**src/rtl/fib_seq_engine_if.sv**
```systemverilog
// Start/done handshake bundle for fib_seq_engine.
// The master loads a job and the slave returns the final a.
interface fib_seq_engine_if #(
  parameter int WIDTH = 32,
  parameter int CNT_W = 32
);
  logic             r_enable;
  logic [CNT_W-1:0] init_n;
  logic [WIDTH-1:0] init_a;
  logic [WIDTH-1:0] init_b;
  logic [1:0]       init_mode;
  logic [WIDTH-1:0] init_mod;
  logic             w_enable;
  logic             busy;
  logic             overflow;
  logic [WIDTH-1:0] result;

  modport master (
    output r_enable, init_n, init_a,
    output init_b, init_mode, init_mod,
    input  w_enable, busy, overflow, result
  );

  modport slave (
    input  r_enable, init_n, init_a,
    input  init_b, init_mode, init_mod,
    output w_enable, busy, overflow, result
  );
endinterface

```
**src/rtl/fib_seq_engine.sv**
```systemverilog
// Parametrised Fibonacci-step engine: (a,b) <- (b,f(a,b)) n times.
// Supports wrap, saturate and modular sums with sticky overflow.
module fib_seq_engine #(
  parameter int WIDTH = 32,
  parameter int CNT_W = 32
) (
  input  logic            clk,
  input  logic            rst,
  fib_seq_engine_if.slave bus
);
  typedef enum logic [1:0] {
    IDLE,
    RUN,
    DONE
  } state_e;

  state_e           state_q, state_d;
  logic [WIDTH-1:0] a_q, a_d;
  logic [WIDTH-1:0] b_q, b_d;
  logic [WIDTH-1:0] mod_q, mod_d;
  logic [WIDTH-1:0] res_q, res_d;
  logic [CNT_W-1:0] cnt_q, cnt_d;
  logic [1:0]       mode_q, mode_d;
  logic             we_q, we_d;
  logic             busy_q, busy_d;
  logic             ovf_q, ovf_d;

  logic [WIDTH:0]   sum;
  logic [WIDTH:0]   red;
  logic [WIDTH-1:0] f;
  logic             carry;

  // mod==0 in modular mode falls out as a plain wrap with no carry flag
  always_comb begin
    sum   = {1'b0, a_q} + {1'b0, b_q};
    red   = sum - {1'b0, mod_q};
    carry = 1'b0;
    f     = sum[WIDTH-1:0];
    unique case (1'b1)
      mode_q == 2'd1: begin
        carry = sum[WIDTH];
        f     = sum[WIDTH] ? '1 : sum[WIDTH-1:0];
      end
      mode_q == 2'd2: begin
        if (sum >= {1'b0, mod_q})
          f = red[WIDTH-1:0];
      end
      default: carry = sum[WIDTH];
    endcase
  end

  always_comb begin
    state_d = state_q;
    a_d     = a_q;
    b_d     = b_q;
    mod_d   = mod_q;
    res_d   = res_q;
    cnt_d   = cnt_q;
    mode_d  = mode_q;
    we_d    = we_q;
    busy_d  = busy_q;
    ovf_d   = ovf_q;
    if (bus.r_enable) begin
      a_d     = bus.init_a;
      b_d     = bus.init_b;
      cnt_d   = bus.init_n;
      mode_d  = bus.init_mode;
      mod_d   = bus.init_mod;
      we_d    = 1'b0;
      ovf_d   = 1'b0;
      busy_d  = 1'b1;
      state_d = RUN;
    end else if (state_q == RUN) begin
      if (cnt_q == '0) begin
        res_d   = a_q;
        we_d    = 1'b1;
        busy_d  = 1'b0;
        state_d = DONE;
      end else begin
        a_d   = b_q;
        b_d   = f;
        cnt_d = cnt_q - 1'b1;
        ovf_d = ovf_q | carry;
      end
    end
  end

  always_ff @(posedge clk) begin
    if (rst) begin
      state_q <= IDLE;
      a_q     <= '0;
      b_q     <= '0;
      mod_q   <= '0;
      res_q   <= '0;
      cnt_q   <= '0;
      mode_q  <= '0;
      we_q    <= 1'b0;
      busy_q  <= 1'b0;
      ovf_q   <= 1'b0;
    end else begin
      state_q <= state_d;
      a_q     <= a_d;
      b_q     <= b_d;
      mod_q   <= mod_d;
      res_q   <= res_d;
      cnt_q   <= cnt_d;
      mode_q  <= mode_d;
      we_q    <= we_d;
      busy_q  <= busy_d;
      ovf_q   <= ovf_d;
    end
  end

  assign bus.w_enable = we_q;
  assign bus.busy     = busy_q;
  assign bus.overflow = ovf_q;
  assign bus.result   = res_q;
endmodule

```
**src/flat_wrapper.sv**
```systemverilog
// flat-port wrapper written by rule: the top's interface ports become plain ports
module fib_seq_engine_flat 
#(
  parameter int WIDTH = 32,
  parameter int CNT_W = 32
)
  (clk, rst, bus_r_enable, bus_init_n, bus_init_a, bus_init_b, bus_init_mode, bus_init_mod, bus_w_enable, bus_busy, bus_overflow, bus_result);
  fib_seq_engine_if #(.WIDTH(WIDTH), .CNT_W(CNT_W)) bus_i ();
  input  logic clk;
  input  logic rst;
  input wire logic [$bits(bus_i.r_enable)-1:0] bus_r_enable;
  input wire logic [$bits(bus_i.init_n)-1:0] bus_init_n;
  input wire logic [$bits(bus_i.init_a)-1:0] bus_init_a;
  input wire logic [$bits(bus_i.init_b)-1:0] bus_init_b;
  input wire logic [$bits(bus_i.init_mode)-1:0] bus_init_mode;
  input wire logic [$bits(bus_i.init_mod)-1:0] bus_init_mod;
  output wire logic [$bits(bus_i.w_enable)-1:0] bus_w_enable;
  output wire logic [$bits(bus_i.busy)-1:0] bus_busy;
  output wire logic [$bits(bus_i.overflow)-1:0] bus_overflow;
  output wire logic [$bits(bus_i.result)-1:0] bus_result;
  assign bus_i.r_enable = bus_r_enable;
  assign bus_i.init_n = bus_init_n;
  assign bus_i.init_a = bus_init_a;
  assign bus_i.init_b = bus_init_b;
  assign bus_i.init_mode = bus_init_mode;
  assign bus_i.init_mod = bus_init_mod;
  assign bus_w_enable = bus_i.w_enable;
  assign bus_busy = bus_i.busy;
  assign bus_overflow = bus_i.overflow;
  assign bus_result = bus_i.result;
  fib_seq_engine #(.WIDTH(WIDTH), .CNT_W(CNT_W)) u_core (.clk(clk), .rst(rst), .bus(bus_i));
endmodule
```
**config.mk**
```make
export PLATFORM = sky130hd
export DESIGN_NAME = fib_seq_engine_flat
export DESIGN_NICKNAME = d
export VERILOG_FILES = /design/src/rtl/fib_seq_engine_if.sv /design/src/rtl/fib_seq_engine.sv /design/src/flat_wrapper.sv
export SDC_FILE = /design/constraint.sdc
export NUM_CORES = 1
export LEC_CHECK = 0
export ABC_AREA = 0
export BUFFER_PORTS_ARGS = -buffer_cell sky130_fd_sc_hd__buf_2
export CAP_MARGIN = 0
export CORE_MARGIN = 2
export CORE_UTILIZATION = 46
export CTS_CLUSTER_DIAMETER = 150
export DETAILED_ROUTE_END_ITERATION = 6
export PLACE_DENSITY = 0.72
export SLEW_MARGIN = 25
export SYNTH_ARGS = -nofsm -noshare
export SYNTH_HDL_FRONTEND = slang
export SYNTH_SLANG_ARGS = --single-unit
export TNS_END_PERCENT = 30
```
**constraint.sdc**
```tcl
create_clock -name clk -period 5.93 [get_ports clk]
set_clock_uncertainty 0.05 [all_clocks]
set_input_delay 1.186 -clock clk [delete_from_list [all_inputs] [get_ports clk]]
set_output_delay 1.186 -clock clk [all_outputs]
set_load 0.01 [all_outputs]
```
; ---- Word-level counts from Yosys, hierarchy flattened
; Cells that the tools add are included.
[totals]
register_bits = 166
input_bits = 133
out_inout_bits = 35
[op_classes]
n_addsub = 3
n_lt_le_gt_ge = 1
n_eq_ne = 4
mux = 19
bitwise_logic = 3
n_reduce_logical = 9
[op_table]
columns = op, n
row1 = 32-bit two-way mux, 11
row2 = 32-bit one-hot mux with 2 select lines, 1
row3 = 32-bit by 32-bit adder with 33-bit output, 1
row4 = 33-bit by 32-bit greater-or-equal comparator with 1-bit output, 1
row5 = 32-bit logical NOT, 1
row6 = "32-bit by 1-bit subtractor with 32-bit output, second input constant", 1
row7 = 32-bit subtractor, 1
row8 = 2-bit AND reduction, 4
row9 = 1-bit two-way mux, 7
row10 = "2-bit by 1-bit equality test with 1-bit output, second input constant", 2
row11 = 2-bit nonzero test, 2
row12 = 3-bit AND reduction, 1
row13 = "2-bit equality test, second input constant", 1
row14 = "2-bit != test, second input constant", 1
row15 = 1-bit inverter, 2
row16 = 2-bit OR reduction, 1
row17 = 1-bit bitwise OR, 1

; ---- Logic depth before layout (Yosys ltp)
[depth]
ltp_word = 7
mapped_depth = 22

; ---- Worst setup path before layout
; Ideal clock, no wire load.
[synth_timing]
path_type = register -> register
startpoint = reg u_core.b_q[0]
endpoint = reg u_core.b_q[11]
t_arrival_ns = 4.411
setup_slack_ns = 1.334
stages_incl_launch_ff = 22
cell_sequence = dfxtp_1 ha_1 fa_1 a211oi_1 o211ai_1 a21bo_2 o22ai_2 o21ai_0 a21oi_1 xnor2_1 ha_1 buf_2 a21oi_1 o22a_1 nand3_1 o31ai_4 nand3_4 and3_1 buf_4 buf_6 a211oi_1 o32ai_1
[synth_via]
elab_chain_cells = 7
[synth_rtl]
columns = item, line_no
row1 = start: declaration, fib_seq_engine.sv:19  ; logic [WIDTH-1:0] b_q, b_d;
row2 = start signal: assignment, fib_seq_engine.sv:92  ; b_q <= '0;
row3 = start signal: assignment, fib_seq_engine.sv:103  ; b_q <= b_d;
row4 = 32-bit by 32-bit adder with 33-bit output *, fib_seq_engine.sv:35  ; sum = {1'b0, a_q} + {1'b0, b_q};
row5 = 32-bit subtractor or 33-bit by 32-bit greater-or-equal comparator with 1-bit output (tied branches), "fib_seq_engine.sv:36, fib_seq_engine.sv:45"
row6 = 32-bit two-way mux, fib_seq_engine.sv:45  ; if (sum >= {1'b0, mod_q})
row7 = 32-bit one-hot mux with 2 select lines *, fib_seq_engine.sv:39  ; unique case (1'b1)
row8 = 32-bit two-way mux *, fib_seq_engine.sv:74  ; if (cnt_q == '0) begin
row9 = 32-bit two-way mux *, fib_seq_engine.sv:73  ; end else if (state_q == RUN) begin
row10 = 32-bit two-way mux *, fib_seq_engine.sv:63  ; if (bus.r_enable) begin
; Every way passes the cells marked *; elsewhere a longest branch is shown, timed or not. The select of a mux whose other input is x is not followed.
; A chain may end at the register's enable or synchronous reset.

; ---- Worst setup path after layout
[layout_timing]
startpoint = reg u_core.b_q[0]
endpoint = reg u_core.b_q[29]
; The elaborated chain is that of the path after synthesis.

==> flow_metrics.env <==
export IMPL_holdBufCountCts=0
export IMPL_ys_seq_area_share_pct=29.0
export IMPL_peakVddDrop_mv=0.181
export IMPL_grt_max_degree=93
export IMPL_drtIter0Drc=787
export IMPL_synth_top_cells_by_count="245 x a21oi_1, 219 x nand2_1, 194 x nor2_1, 165 x dfxtp_1, 67 x ha_1"
export IMPL_cp_start_kind="flip-flop"
export IMPL_crit_slowest_cell="fa_1"
export IMPL_wirelength_um=33700
export IMPL_fillers=2432
export IMPL_ys_flop_type="dfxtp_1"
export IMPL_path_buf_inv=0
export IMPL_p_leak_nw=5.58
export IMPL_r2r_cells=19
export IMPL_fmaxAchievable_mhz=181
export IMPL_clock_sinks=165
export IMPL_place_ws_ps=499
export IMPL_cp_arrival_ps=5780
export IMPL_avgSynthCellArea_um2=7.50
export IMPL_cts_made_buffers=17
export IMPL_synth_cell_area_um2=11400
export IMPL_start_util_pct=46.8
export IMPL_setup_violations_final=0
export IMPL_outcome="completed"
export IMPL_critPathCaptureType="flip-flop"
export IMPL_vias=11300
export IMPL_port_buffers=167
export IMPL_via_per_inst=5.71
export IMPL_tightest_slew_ps=972
export IMPL_synth_top_area_share_pct=29.0
export IMPL_final_area_um2=13000
export IMPL_post_route_period_util_pct=93.3
export IMPL_power_density_nw_per_um2=281
export IMPL_yosys_cell_count_top_type="a21oi_1"
export IMPL_rows=57
export IMPL_synth_cells=1519
export IMPL_crit_fanout=12
export IMPL_critical_path_class="flip-flop to flip-flop"
export IMPL_slew_viol_final=0
export IMPL_synth_edf_count=0
export IMPL_drc=0
export IMPL_die_y_um=161
export IMPL_fin_ws_ps=398
export IMPL_core_area_um2=24300
export IMPL_dpl_cell_area_um2=12400
export IMPL_hpwl_um=25000
export IMPL_wire_per_inst_um=17.1
export IMPL_final_setup_tns_ps=0
export IMPL_layout_drive_gt1_share_pct=16.2
export IMPL_clkLatencyLatePin_ps=450
export IMPL_synthTopCellsByArea="dfxtp_1 29%, a21oi_1 11%, ha_1 7.4%"
export IMPL_synth_nets=1721
export IMPL_yosys_warnings=0
export IMPL_die_x_um=161
export IMPL_grt_overflow=0
export IMPL_timing_rr_start="u_core.b_q[0]"
export IMPL_ioPinCount=168
export IMPL_root_buffer="clkbuf_16"
export IMPL_htree_levels=4
export IMPL_finalCriticalPeriod_ps=5530
export IMPL_multiInputGateArea_um2=7480
export IMPL_fp_dieArea_um2=26000
export IMPL_path_clk_slew_ps=80
export IMPL_areaGrowthSynthToFinish_pct=13.8
export IMPL_rsz0062_at_grt="no"
export IMPL_slowest_delay_ps=450
export IMPL_hp_class="flip-flop to flip-flop"
export IMPL_cp_top_family="compound AO/OA/AOI/OAI gates"
export IMPL_reg2reg_to="u_core.b_q[29]"
export IMPL_worst_path_stages=19
export IMPL_netlist_cell_type_count=85
export IMPL_crit_end="u_core.b_q[29]"
export IMPL_detail_route_antenna_nets=0
export IMPL_nets=1835
export IMPL_synth_async_reset_ratio_pct=0
export IMPL_required_ps=6180
export IMPL_finalHoldViolations=0
export IMPL_maxCapViolCount=0
export IMPL_grt_pass1_vias=10400
export IMPL_ys_seq_elements=165
export IMPL_drt_pass1_iter_count=5
export IMPL_antenna_found_initial=1
export IMPL_cts_tree="built"
export IMPL_grt_pass1_wl_um=53500
export IMPL_cts_max_path_buffers=2
export IMPL_relSlewSlack_pct=34.7
export IMPL_place_gp_congestion=0.970
export IMPL_worstSetupStartpoint="u_core.b_q[0]"
export IMPL_r2r_slack_ps=400
export IMPL_grt_util_all_layers_pct=25.4
export IMPL_regArea_um2=3300
export IMPL_synth_area_leader_cell="dfxtp_1"
export IMPL_crit_chain="ha_1, fa_1, a211oi_1, o211ai_1, a21bo_2, o22ai_2, o21ai_0, a21oi_1, xnor2_1, ha_1, a21oi_1, o22a_1, nand3_1, o31ai_4, nand3_4, nand3_1, nor2_2, a221oi_1, o22ai_1"
cell families (layout without fill, tap and decap cells):
| group | Yosys count | in the layout | share of synthesized area (%) |
|---|---|---|---|
| buffers and inverters | 149 | 276 | 5.45 |
| muxes | 62 | 62 | 5.67 |
| AOI/OAI and AO/OA | 473 | 473 | 26.2 |
| other | 0 | 2 | 0 |
| DFF | 165 | 165 | 29.0 |
| and+or+nand+nor | 519 | 519 | 19.6 |
| adders and majority gates | 69 | 69 | 7.71 |
| xor gates and xnor gates | 82 | 82 | 6.30 |
per-layer routing:
metal	vias to the layer above	wire [um]	track usage [%]
met5	-	0	0
met4	0	1000	10.3
met3	59	1960	4.13
met2	389	15500	41.7
met1	5217	15200	33.4
li1	5598	-	-
worst min-delay path by stage:
| stage | start | to | slack [ps] | cells after the start |
|---|---|---|---|---|
| global route | u_core.bus.result[3] | u_core.bus.result[3] | 430 | 2 |
| global placement | u_core.bus.result[4] | u_core.bus.result[4] | 390 | 2 |
| detailed placement | u_core.bus.result[10] | u_core.bus.result[10] | 390 | 2 |
| finish | u_core.bus.result[5] | u_core.bus.result[5] | 400 | 2 |
| CTS | u_core.bus.result[10] | u_core.bus.result[10] | 400 | 2 |
| floorplan | u_core.a_q[0] | u_core.bus.result[0] | 400 | 2 |
worst reg2reg max path, delay by kind of cell (launching register included):
family	cells	cell delay [ps]
compound gates	11	2760
xor+xnor	1	230
fa+ha+maj	3	1100
flops	1	330
simple gates	4	910
report_power, final:
part           switching (mW)  total [mW]  internal [mW]
logic                   0.779        1.31          0.531
clock network           0.557        1.12          0.564
registers              0.0530        1.22           1.17
cell type report:
type	count	share of cell area (%)
tap	324	3.13
clock buffer	17	3.28
sequential	165	25.5
clock inverter	15	1.17
multi-input combinational	1205	57.7
antenna	2	0.0386
timing repair buffer	178	7.30
inverter	66	1.91
through the flow:
step | instances | hold slack, ps | total power, mW | util, %
2_1_floorplan | 1519 | 399 | 2.23 | -
3_3_place_gp | 1937 | 391 | 2.52 | 50.8
3_5_place_dp | 1937 | 394 | 2.52 | 50.8
4_1_cts | 1969 | 403 | 3.64 | 53.2
5_1_grt | 1971 | 427 | 3.85 | 53.3
6_report | 1972 | 403 | 3.65 | 53.3
registers in the layout (all words and copies together) (netlist names):
signal and cells:
u_core.a_q 32, u_core.b_q 32, u_core.bus.result 32, u_core.cnt_q 32, u_core.mod_q 32, u_core.mode_q 2
u_core.bus.overflow 1, u_core.bus.w_enable 1, u_core.state_q 1
placed cells by master, fill, tap and decap left out, drive strengths merged, types with 22 or more instances in the layout:
| cell type | count |
|---|---|
| xnor2 | 53 |
| o21ai | 54 |
| a21oi | 246 |
| ha | 67 |
| buf | 178 |
| nand2 | 219 |
| nor2 | 194 |
| mux2i | 45 |
| a21o | 22 |
| dfxtp | 165 |
| xor2 | 29 |
| inv | 77 |
what timing repair did:
item / CTS / global route
setup endpoints to repair: 0 / 20
setup buffers: 0 / 0
resized for setup: 0 / 2
Note: power is estimated with default switching activity, not from simulation.
